--- config.mk ---
export PLATFORM = sky130hd
export DESIGN_NAME = instr_fetch
export DESIGN_NICKNAME = d
export VERILOG_FILES = /design/src/rtl/fetch_pkg.sv /design/src/rtl/fetch_wait_counter.sv /design/src/rtl/instr_fetch.sv
export SDC_FILE = /design/constraint.sdc
export NUM_CORES = 1
export LEC_CHECK = 0
export ABC_CLOCK_PERIOD_IN_PS = 2600
export CAP_MARGIN = 40
export CORE_ASPECT_RATIO = 2
export CORE_MARGIN = 8
export CORE_UTILIZATION = 46
export DETAILED_ROUTE_END_ITERATION = 10
export DONT_BUFFER_PORTS = 1
export GPL_TIMING_DRIVEN = 0
export HOLD_SLACK_MARGIN = 0.03
export PLACE_DENSITY = 0.72
export RECOVER_POWER = 50
export SYNTH_ARGS = -nofsm -noshare
export SYNTH_HDL_FRONTEND = slang
export SYNTH_SLANG_ARGS = --single-unit
--- constraint.sdc ---
create_clock -name clk_i -period 2.6 [get_ports clk_i]
set_input_delay 0.39 -clock clk_i [delete_from_list [all_inputs] [get_ports clk_i]]
set_output_delay 0.39 -clock clk_i [all_outputs]
set_load 0.01 [all_outputs]
--- src/rtl/fetch_pkg.sv ---
// Shared fetch-stage types: FSM state encoding, fault cause codes, reset NOP.
// Latency: none (declarations only).
// Backpressure: not applicable.
package fetch_pkg;

    typedef enum logic [1:0] {
        IDLE  = 2'd0,
        REQ   = 2'd1,
        FAULT = 2'd2
    } fetch_state_t;

    localparam logic [1:0] FC_NONE     = 2'b00;
    localparam logic [1:0] FC_TIMEOUT  = 2'b01;
    localparam logic [1:0] FC_MISALIGN = 2'b10;

    // addi x0,x0,0 -- harmless instruction held in the IR out of reset
    localparam logic [31:0] NOP_INSTR = 32'h0000_0013;

endpackage

--- src/rtl/fetch_wait_counter.sv ---
// Wait-cycle counter for an outstanding fetch, flags the last allowed wait cycle.
// Latency: count updates one cycle after en_i; tc_o is combinational from the count.
// Backpressure: none; clr_i has priority over en_i, TIMEOUT_CYCLES=0 never flags.
module fetch_wait_counter #(
    parameter int TIMEOUT_CYCLES = 15
) (
    input  logic clk_i,
    input  logic reset_i,
    input  logic clr_i,
    input  logic en_i,
    output logic tc_o
);

    localparam int CW     = (TIMEOUT_CYCLES > 1) ? $clog2(TIMEOUT_CYCLES) : 1;
    localparam int TC_VAL = (TIMEOUT_CYCLES > 0) ? TIMEOUT_CYCLES - 1 : 0;

    logic [CW-1:0] count;

    // Count wait cycles; cleared whenever no request is waiting
    always_ff @(posedge clk_i) begin
        if (reset_i || clr_i) begin
            count <= '0;
        end else if (en_i) begin
            count <= count + 1'b1;
        end
    end

    assign tc_o = (TIMEOUT_CYCLES != 0) && (count == CW'(TC_VAL));

endmodule

--- src/rtl/instr_fetch.sv ---
// Multicycle fetch stage: owns PC and IR, reads one word per fetch_i pulse.
// Latency: fetch_i to ir_valid_o is 2 cycles minimum (REQ entered, then handshake).
// Backpressure: holds mem_rd_o in REQ until mem_rdy_i or timeout; optional FETCH_ALIGN_CHECK_EN faults misaligned PCs.
module instr_fetch
    import fetch_pkg::*;
#(
    parameter int                  DATA_WIDTH     = 32,
    parameter logic [DATA_WIDTH-1:0] RESET_VECTOR = 32'h0000_0000,
    parameter int                  TIMEOUT_CYCLES = 15
) (
    input  logic                  clk_i,
    input  logic                  reset_i,
    input  logic                  fetch_i,
    input  logic                  pc_ld_i,
    input  logic [DATA_WIDTH-1:0] pc_next_i,
    output logic                  mem_rd_o,
    output logic [DATA_WIDTH-1:0] mem_addr_o,
    input  logic                  mem_rdy_i,
    input  logic [DATA_WIDTH-1:0] mem_data_i,
    output logic [DATA_WIDTH-1:0] ir_o,
    output logic                  ir_valid_o,
    output logic [DATA_WIDTH-1:0] pc_o,
    output logic [DATA_WIDTH-1:0] pc_prev_o,
    output logic                  busy_o,
    output logic                  fault_o,
    output logic [1:0]            fault_cause_o
);

    fetch_state_t          state;
    logic [DATA_WIDTH-1:0] pc;
    logic [DATA_WIDTH-1:0] pc_prev;
    logic [DATA_WIDTH-1:0] ir;
    logic                  ir_valid;
    logic                  mem_rd;
    logic                  busy;
    logic                  fault;
    logic [1:0]            fault_cause;
    logic                  wait_tc;
    logic                  align_err;

`ifdef FETCH_ALIGN_CHECK_EN
    // A simultaneous PC load redirects the fetch, so check the address actually used
    logic [DATA_WIDTH-1:0] fetch_addr;
    assign fetch_addr = pc_ld_i ? pc_next_i : pc;
    assign align_err  = (fetch_addr[1:0] != 2'b00);
    assign mem_addr_o = pc;
`else
    assign align_err  = 1'b0;
    assign mem_addr_o = {pc[DATA_WIDTH-1:2], 2'b00};
`endif

    fetch_wait_counter #(
        .TIMEOUT_CYCLES (TIMEOUT_CYCLES)
    ) u_wait_counter (
        .clk_i   (clk_i),
        .reset_i (reset_i),
        .clr_i   ((state != REQ) || mem_rdy_i),
        .en_i    ((state == REQ) && !mem_rdy_i),
        .tc_o    (wait_tc)
    );

    // Fetch FSM with PC/IR update and registered handshake/status outputs
    always_ff @(posedge clk_i) begin
        if (reset_i) begin
            state       <= IDLE;
            pc          <= RESET_VECTOR;
            pc_prev     <= RESET_VECTOR;
            ir          <= DATA_WIDTH'(NOP_INSTR);
            ir_valid    <= 1'b0;
            mem_rd      <= 1'b0;
            busy        <= 1'b0;
            fault       <= 1'b0;
            fault_cause <= FC_NONE;
        end else begin
            case (state)
                IDLE: begin
                    if (pc_ld_i) begin
                        pc <= pc_next_i;
                    end
                    if (fetch_i) begin
                        ir_valid <= 1'b0;
                        if (align_err) begin
                            state       <= FAULT;
                            fault       <= 1'b1;
                            fault_cause <= FC_MISALIGN;
                        end else begin
                            state  <= REQ;
                            mem_rd <= 1'b1;
                            busy   <= 1'b1;
                        end
                    end
                end
                REQ: begin
                    if (mem_rdy_i) begin
                        ir       <= mem_data_i;
                        pc_prev  <= pc;
                        pc       <= pc + DATA_WIDTH'(4);
                        ir_valid <= 1'b1;
                        mem_rd   <= 1'b0;
                        busy     <= 1'b0;
                        state    <= IDLE;
                    end else if (wait_tc) begin
                        mem_rd      <= 1'b0;
                        busy        <= 1'b0;
                        fault       <= 1'b1;
                        fault_cause <= FC_TIMEOUT;
                        state       <= FAULT;
                    end
                end
                FAULT: begin
                    // sticky until reset; PC and IR frozen
                end
                default: begin
                    state <= IDLE;
                end
            endcase
        end
    end

    assign ir_o          = ir;
    assign ir_valid_o    = ir_valid;
    assign pc_o          = pc;
    assign pc_prev_o     = pc_prev;
    assign mem_rd_o      = mem_rd;
    assign busy_o        = busy;
    assign fault_o       = fault;
    assign fault_cause_o = fault_cause;

`ifdef SIMULATE
    // Control must not issue fetch or PC load while a read is outstanding
    always_ff @(posedge clk_i) begin
        if (!reset_i && state == REQ) begin
            assert (!(fetch_i || pc_ld_i))
                else $error("fetch_i/pc_ld_i asserted while fetch in progress");
        end
    end
`endif

endmodule

Word-level counts from Yosys, hierarchy flattened --
Index checks and enable logic that the tools add are counted.
Operators by class: reductions and logical operators 12, $add $sub $neg 2, bitwise logic cells 2, equality and inequality tests 8, muxes and demuxes 14
Operators by type and width (number):
- 2-to-1 mux 32 bit | 2
- case mux 32 bit (2 select lines) | 1
- adder 32 x 3 -> 32 bit (second input constant) | 1
- AND reduction 3 bit | 5
- 2-to-1 mux 2 bit | 3
- inequality test 2 bit (second input constant) | 3
- case mux 2 bit (3 select lines) | 1
- 2-to-1 mux 1 bit | 5
- adder 4 x 1 -> 4 bit (second input constant) | 1
- equality test 4 bit (second input constant) | 1
- case mux 1 bit (2 select lines) | 2
- inequality test 3 x 2 -> 1 bit (second input constant) | 1
- equality test 2 x 1 -> 1 bit (second input constant) | 1
- equality test 2 bit (second input constant) | 1
- zero test 2 bit | 1
- logical OR 1 bit | 2
- inequality test 2 x 1 -> 1 bit (second input constant) | 1
- NOT 1 bit | 2
- AND reduction 2 bit | 1
- nonzero test 2 bit | 1
- logical AND 1 bit | 1
- zero test 1 bit | 1
Storage, ports and cells: word-level logic and storage cells 46, bits of input ports 69, register bits 105, output and inout port bits 134

Longest topological paths before layout --
word-level depth 4, gate-level depth with buffers 8, gate-level depth less buffers 6

Cells and area by module --
Synthesis repeated with hierarchy kept, for this count alone.
Unflattened totals: cell total of the unflattened synthesis 659, area, all modules 5046.1 µm²
Modules (own cells, without submodules):
- instr_fetch | seq. area each 2021.9 µm², cells each 639, instances 1, area each 4848.4 µm²
- fetch_wait_counter | seq. area each 80.1 µm², cells each 20, instances 1, area each 197.7 µm²

Worst setup path before layout --
No wires, ideal clock.
path kind register to register, start register pc[2] (netlist: pc_o[2]), end register pc[20] (netlist: pc_o[20]), buffers on the path 0, cell stages (with the launch flop) 7, required time 2.526 ns, path slack 0.526 ns, setup time 0.074 ns, arrival time 1.999 ns, clock period less this slack 2.074 ns, path through dfxtp_1 > ha_1 > nand3_1 > nor4_4 > nand3_1 > or4_1 > a31oi_1
Between the ends: longest elaborated chain between the ends 3
Ends and longest elaborated chain:
- from (decl) | line instr_fetch.sv:30 | logic [DATA_WIDTH-1:0] pc;
- from (signal assigned) | line instr_fetch.sv:78 | pc <= pc_next_i;
- from (signal assigned) | line instr_fetch.sv:97 | pc <= pc + DATA_WIDTH'(4);
- adder 32 x 3 -> 32 bit | line instr_fetch.sv:97
- 2-to-1 mux 32 bit | line instr_fetch.sv:94 | if (mem_rdy_i) begin
- case mux 32 bit (2 select lines) | line instr_fetch.sv:75 | case (state)
No other way between the ends. The select of a mux whose other input is x is not followed. A chain may end at the register's enable or synchronous reset.

Worst setup path in the final report --
start register state[0], end register pc[11] (netlist: pc_o[11])
Between the ends: longest elaborated chain between the ends 3, elaborated cells between the ends (all ways) 7, classes of those cells 3 x eq/ne; 1 x mux; 3 x reduce/logical
Ends and longest elaborated chain:
- from (decl) | line instr_fetch.sv:29 | fetch_state_t state;
- from (signal assigned) | line instr_fetch.sv:65 | state <= IDLE;
- from (signal assigned) | line instr_fetch.sv:83 | state <= FAULT;
- from (signal assigned) | line instr_fetch.sv:87 | state <= REQ;
- equality test 2 x 1 -> 1 bit / zero test 2 bit (equally long branches) | line instr_fetch.sv:75
- inequality test 2 bit (no line) / nonzero test 2 bit (equally long branches)
- AND reduction 3 bit (no line)
Parallel ways exist; a longest one is shown, timed or not.

==> results.cfg <==
[run_status]
outcome = finished clean

[synth]
yosys.area.top_type_share_pct = 42.41
post_synth_inst_count = 657
syn-cell-area_sq_um = 4956
yosysUniqueCellTypes = 51
synth_area_leaders = sky130_fd_sc_hd__dfxtp_1 (42%), sky130_fd_sc_hd__nand2_1 (12%), sky130_fd_sc_hd__a21oi_1 (9.0%), sky130_fd_sc_hd__buf_4 (5.3%), sky130_fd_sc_hd__clkbuf_1 (3.0%)
ys.warnings.count = 0
synth_async_sr_flop_share_pct = 0
yosysSeqAreaShare_pct = 42.41
average_instance_area_after_synthesis_sq_um = 7.543
synth_ff_type = sky130_fd_sc_hd__dfxtp_1
ys_seq_elements = 105
yosys.cell_count.top_type = sky130_fd_sc_hd__nand2_1
yosys.area.top_type = sky130_fd_sc_hd__dfxtp_1
synth_edf_count = 0
synthTopCellsByCount = sky130_fd_sc_hd__nand2_1 (165), sky130_fd_sc_hd__dfxtp_1 (105), sky130_fd_sc_hd__a21oi_1 (89), sky130_fd_sc_hd__clkbuf_1 (39), sky130_fd_sc_hd__nor2_1 (39)

[power]
vdd.ir_drop.worst_mv = 0.3460
static-leakage-power_nw = 1.802
power_density_nw_per_um2 = 651.2

[sta]
fmaxAchievable_mhz = 419.1
finalSetupViolCount = 0
tightestPinTransition_ps = 847.7
setup_total_negative_slack_ps = 0
fin_crit_period_ps = 2386
post-route-period-util_pct = 91.77
rsz0062_at_grt = false
finalMaxSlewViolations = 0
finClkSkew_ps = 5.334
relSlewSlack_pct = 43.05
hold_violations = 0

[grt]
global_route_met1_usage_pct = 21.71
grt_pass1_wl_um = 24610
grt_busiest_layer = met2
grt-ovfl-total = 0
grt_usage_pct = 22.44
pin_count_of_the_biggest_net_entering_global_routing = 16
grt_util_met3_pct = 6.421
gr-usage-met2_pct = 39.93
grt_antenna_before_repair = 0
number_of_global_route_vias_before_repair = 4493

[floorplan]
fp.coreArea_sq_um = 10480
floorplan.initialDensity_pct = 47.30
die_area_sq_um = 14550
rows = 53
die_width_um = 89.40
design.portCount = 203
chipHeight_um = 162.8

[clock_tree]
clkTransAtPathRegs_ps = 70
number_of_clock_buffers_inserted_by_tritoncts = 9
ctsHtreeMaxLevel = 3
clock_tree.buffer_depth = 2
clkLatencyLatePin_ps = 340
cts-resized-gates = 0
cts.hold.buffers_added = 0
number_of_clock_sinks = 105
clk_root_buffer_cell = sky130_fd_sc_hd__clkbuf_16
cts_tree = done
postCtsSetupRepairBufs = 0

[finish]
drive_gt1_share_pct = 6.380
ant_diodes = 0
utilization_pct = 50.93
layout-area-overhead-vs-synth_pct = 7.675
finish.net_count = 742

[critical_path]
cp.required_ps = 2800
arrival_time_reported_for_the_critical_path_endpoint_ps = 2590
startpoint = state[0]$_SDFFE_PP0P_
path_class = flip-flop to flip-flop
r2r-start = state[0]$_SDFFE_PP0P_
reg2reg_setup_slack_ps = 210
rr_worst_depth = 8
cp-end-kind = flip-flop
cp_max_fo = 10
timing.critical_path.from_type = flip-flop
critPathCapture = pc_o[11]$_SDFFE_PP0P_
worst_r2r_endpoint = pc_o[11]$_SDFFE_PP0P_

[place]
finalWeightedCongestion = 0.9844
dp_hpwl_um = 13160
place.port_buffers = 0

[routing]
antenna_violating_nets_post_route = 0
detail_route.wl_per_cell_um = 20.81
drt-initial-drc-count = 362
detail_route.first_pass.iterations = 5
detail_route.wirelength_um = 16880
viasPerCell = 5.837
drc_errors = 0
num_vias = 4734

[run]
max_cap_viol_count = 0

[worst_hold_path]
hold_path.class = input pin to flip-flop
[how the worst min path moves through the flow]
stage	cells after the start	slack (ps)	startpoint	end
after floorplan	1	430	u_wait_counter.count[0]$_SDFFE_PP0P_	u_wait_counter.count[0]$_SDFFE_PP0P_
after global placement	1	440	u_wait_counter.count[0]$_SDFFE_PP0P_	u_wait_counter.count[0]$_SDFFE_PP0P_
after detailed placement	1	450	u_wait_counter.count[0]$_SDFFE_PP0P_	u_wait_counter.count[0]$_SDFFE_PP0P_
after CTS	2	170	mem_data_i[24]	ir_o[24]$_SDFFE_PP0P_
after global routing	2	170	mem_data_i[17]	ir_o[17]$_SDFFE_PP0P_
final	2	180	mem_data_i[25]	ir_o[25]$_SDFFE_PP0P_
[flip-flops by register name, summed over array words and instances, names as in the netlist]
register / count
ir_valid_o: 1
pc_prev_o: 32
ir_o: 32
state: 2
busy_o: 1
pc_o: 32
u_wait_counter.count: 4
fault_cause_o: 1
[worst max-delay path: stages, from the launching register on]
cell and delay (ps):
sky130_fd_sc_hd__dfxtp_1 320, sky130_fd_sc_hd__buf_2 180, sky130_fd_sc_hd__nand2b_1 80, sky130_fd_sc_hd__clkbuf_1 380
sky130_fd_sc_hd__clkbuf_1 440, sky130_fd_sc_hd__buf_1 470, sky130_fd_sc_hd__o21ai_0 180, sky130_fd_sc_hd__nand3b_1 110
sky130_fd_sc_hd__o31ai_1 70
[power by group]
| part | internal [mW] | leakage (nW) | switching (mW) |
|---|---|---|---|
| logic | 0.141 | 0.818 | 0.264 |
| clock network | 0.668 | 0.128 | 0.570 |
| registers | 1.68 | 0.856 | 0.150 |
[cell type report]
| type | instances | area [sq um] |
|---|---|---|
| flip-flops and latches | 105 | 2105 |
| inverters | 6 | 22.52 |
| well taps | 137 | 171.4 |
| clock inverters | 3 | 17.52 |
| clock buffers | 12 | 246.5 |
| multi-input cells | 467 | 2401 |
| fillers | 1044 | 5141 |
| plain buffers | 81 | 372.9 |
[layout by cell type, fill, tap and decap left out, types with 4 or more instances in the layout]
cell	Yosys	routed
sky130_fd_sc_hd__nand3_1	16	16
sky130_fd_sc_hd__clkbuf_1	39	57
sky130_fd_sc_hd__nand2b_1	5	5
sky130_fd_sc_hd__and3_1	6	6
sky130_fd_sc_hd__buf_4	35	17
sky130_fd_sc_hd__o21ai_0	17	17
sky130_fd_sc_hd__a21oi_1	89	89
sky130_fd_sc_hd__inv_1	6	6
sky130_fd_sc_hd__or3_1	5	5
sky130_fd_sc_hd__a31oi_1	14	14
sky130_fd_sc_hd__nor4_1	6	6
sky130_fd_sc_hd__nand2_1	165	165
sky130_fd_sc_hd__nor2_1	39	39
sky130_fd_sc_hd__or4_1	4	4
sky130_fd_sc_hd__nor2b_1	7	7
sky130_fd_sc_hd__dfxtp_1	105	103
sky130_fd_sc_hd__mux2i_1	5	5
sky130_fd_sc_hd__a22oi_1	4	4
sky130_fd_sc_hd__nand4_1	18	18
sky130_fd_sc_hd__buf_1	5	5
sky130_fd_sc_hd__nor3_1	13	13
sky130_fd_sc_hd__clkbuf_16	0	9
sky130_fd_sc_hd__nand3b_1	5	5
[metrics by stage]
stage          hold WS (ps)  power [mW]  cells  area [sq um]  setup WS, ps
6_report              175.9       3.475    811          5336         214.0
2_1_floorplan         429.7       2.145    659          4964         526.5
3_3_place_gp          440.4       2.277    796          5135         145.8
4_1_cts               166.9       3.515    811          5399         93.79
5_1_grt               173.9       3.616    811          5336         41.94
3_5_place_dp          447.3       2.289    796          5135         102.8
[cell families (layout without fill, tap and decap cells)]
group | count (synthesis) | in the layout | share of synthesized area, %
simple gates | 300 | 300 | 27.85
other cells | 1 | 3 | 0.07567
compound gates | 151 | 151 | 17.57
xor+xnor | 2 | 2 | 0.3535
mux | 8 | 8 | 1.691
fa+ha+maj | 3 | 3 | 0.7575
buf+inv | 87 | 102 | 9.291
flops | 105 | 105 | 42.41
[metal layers]
layer  vias up  wire length [um]
li1       2256                 -
met1      2179              5484
met2       248              8944
met3        51              1631
met4         0               816
met5         -                 0
(Power assumes the default switching activity.)
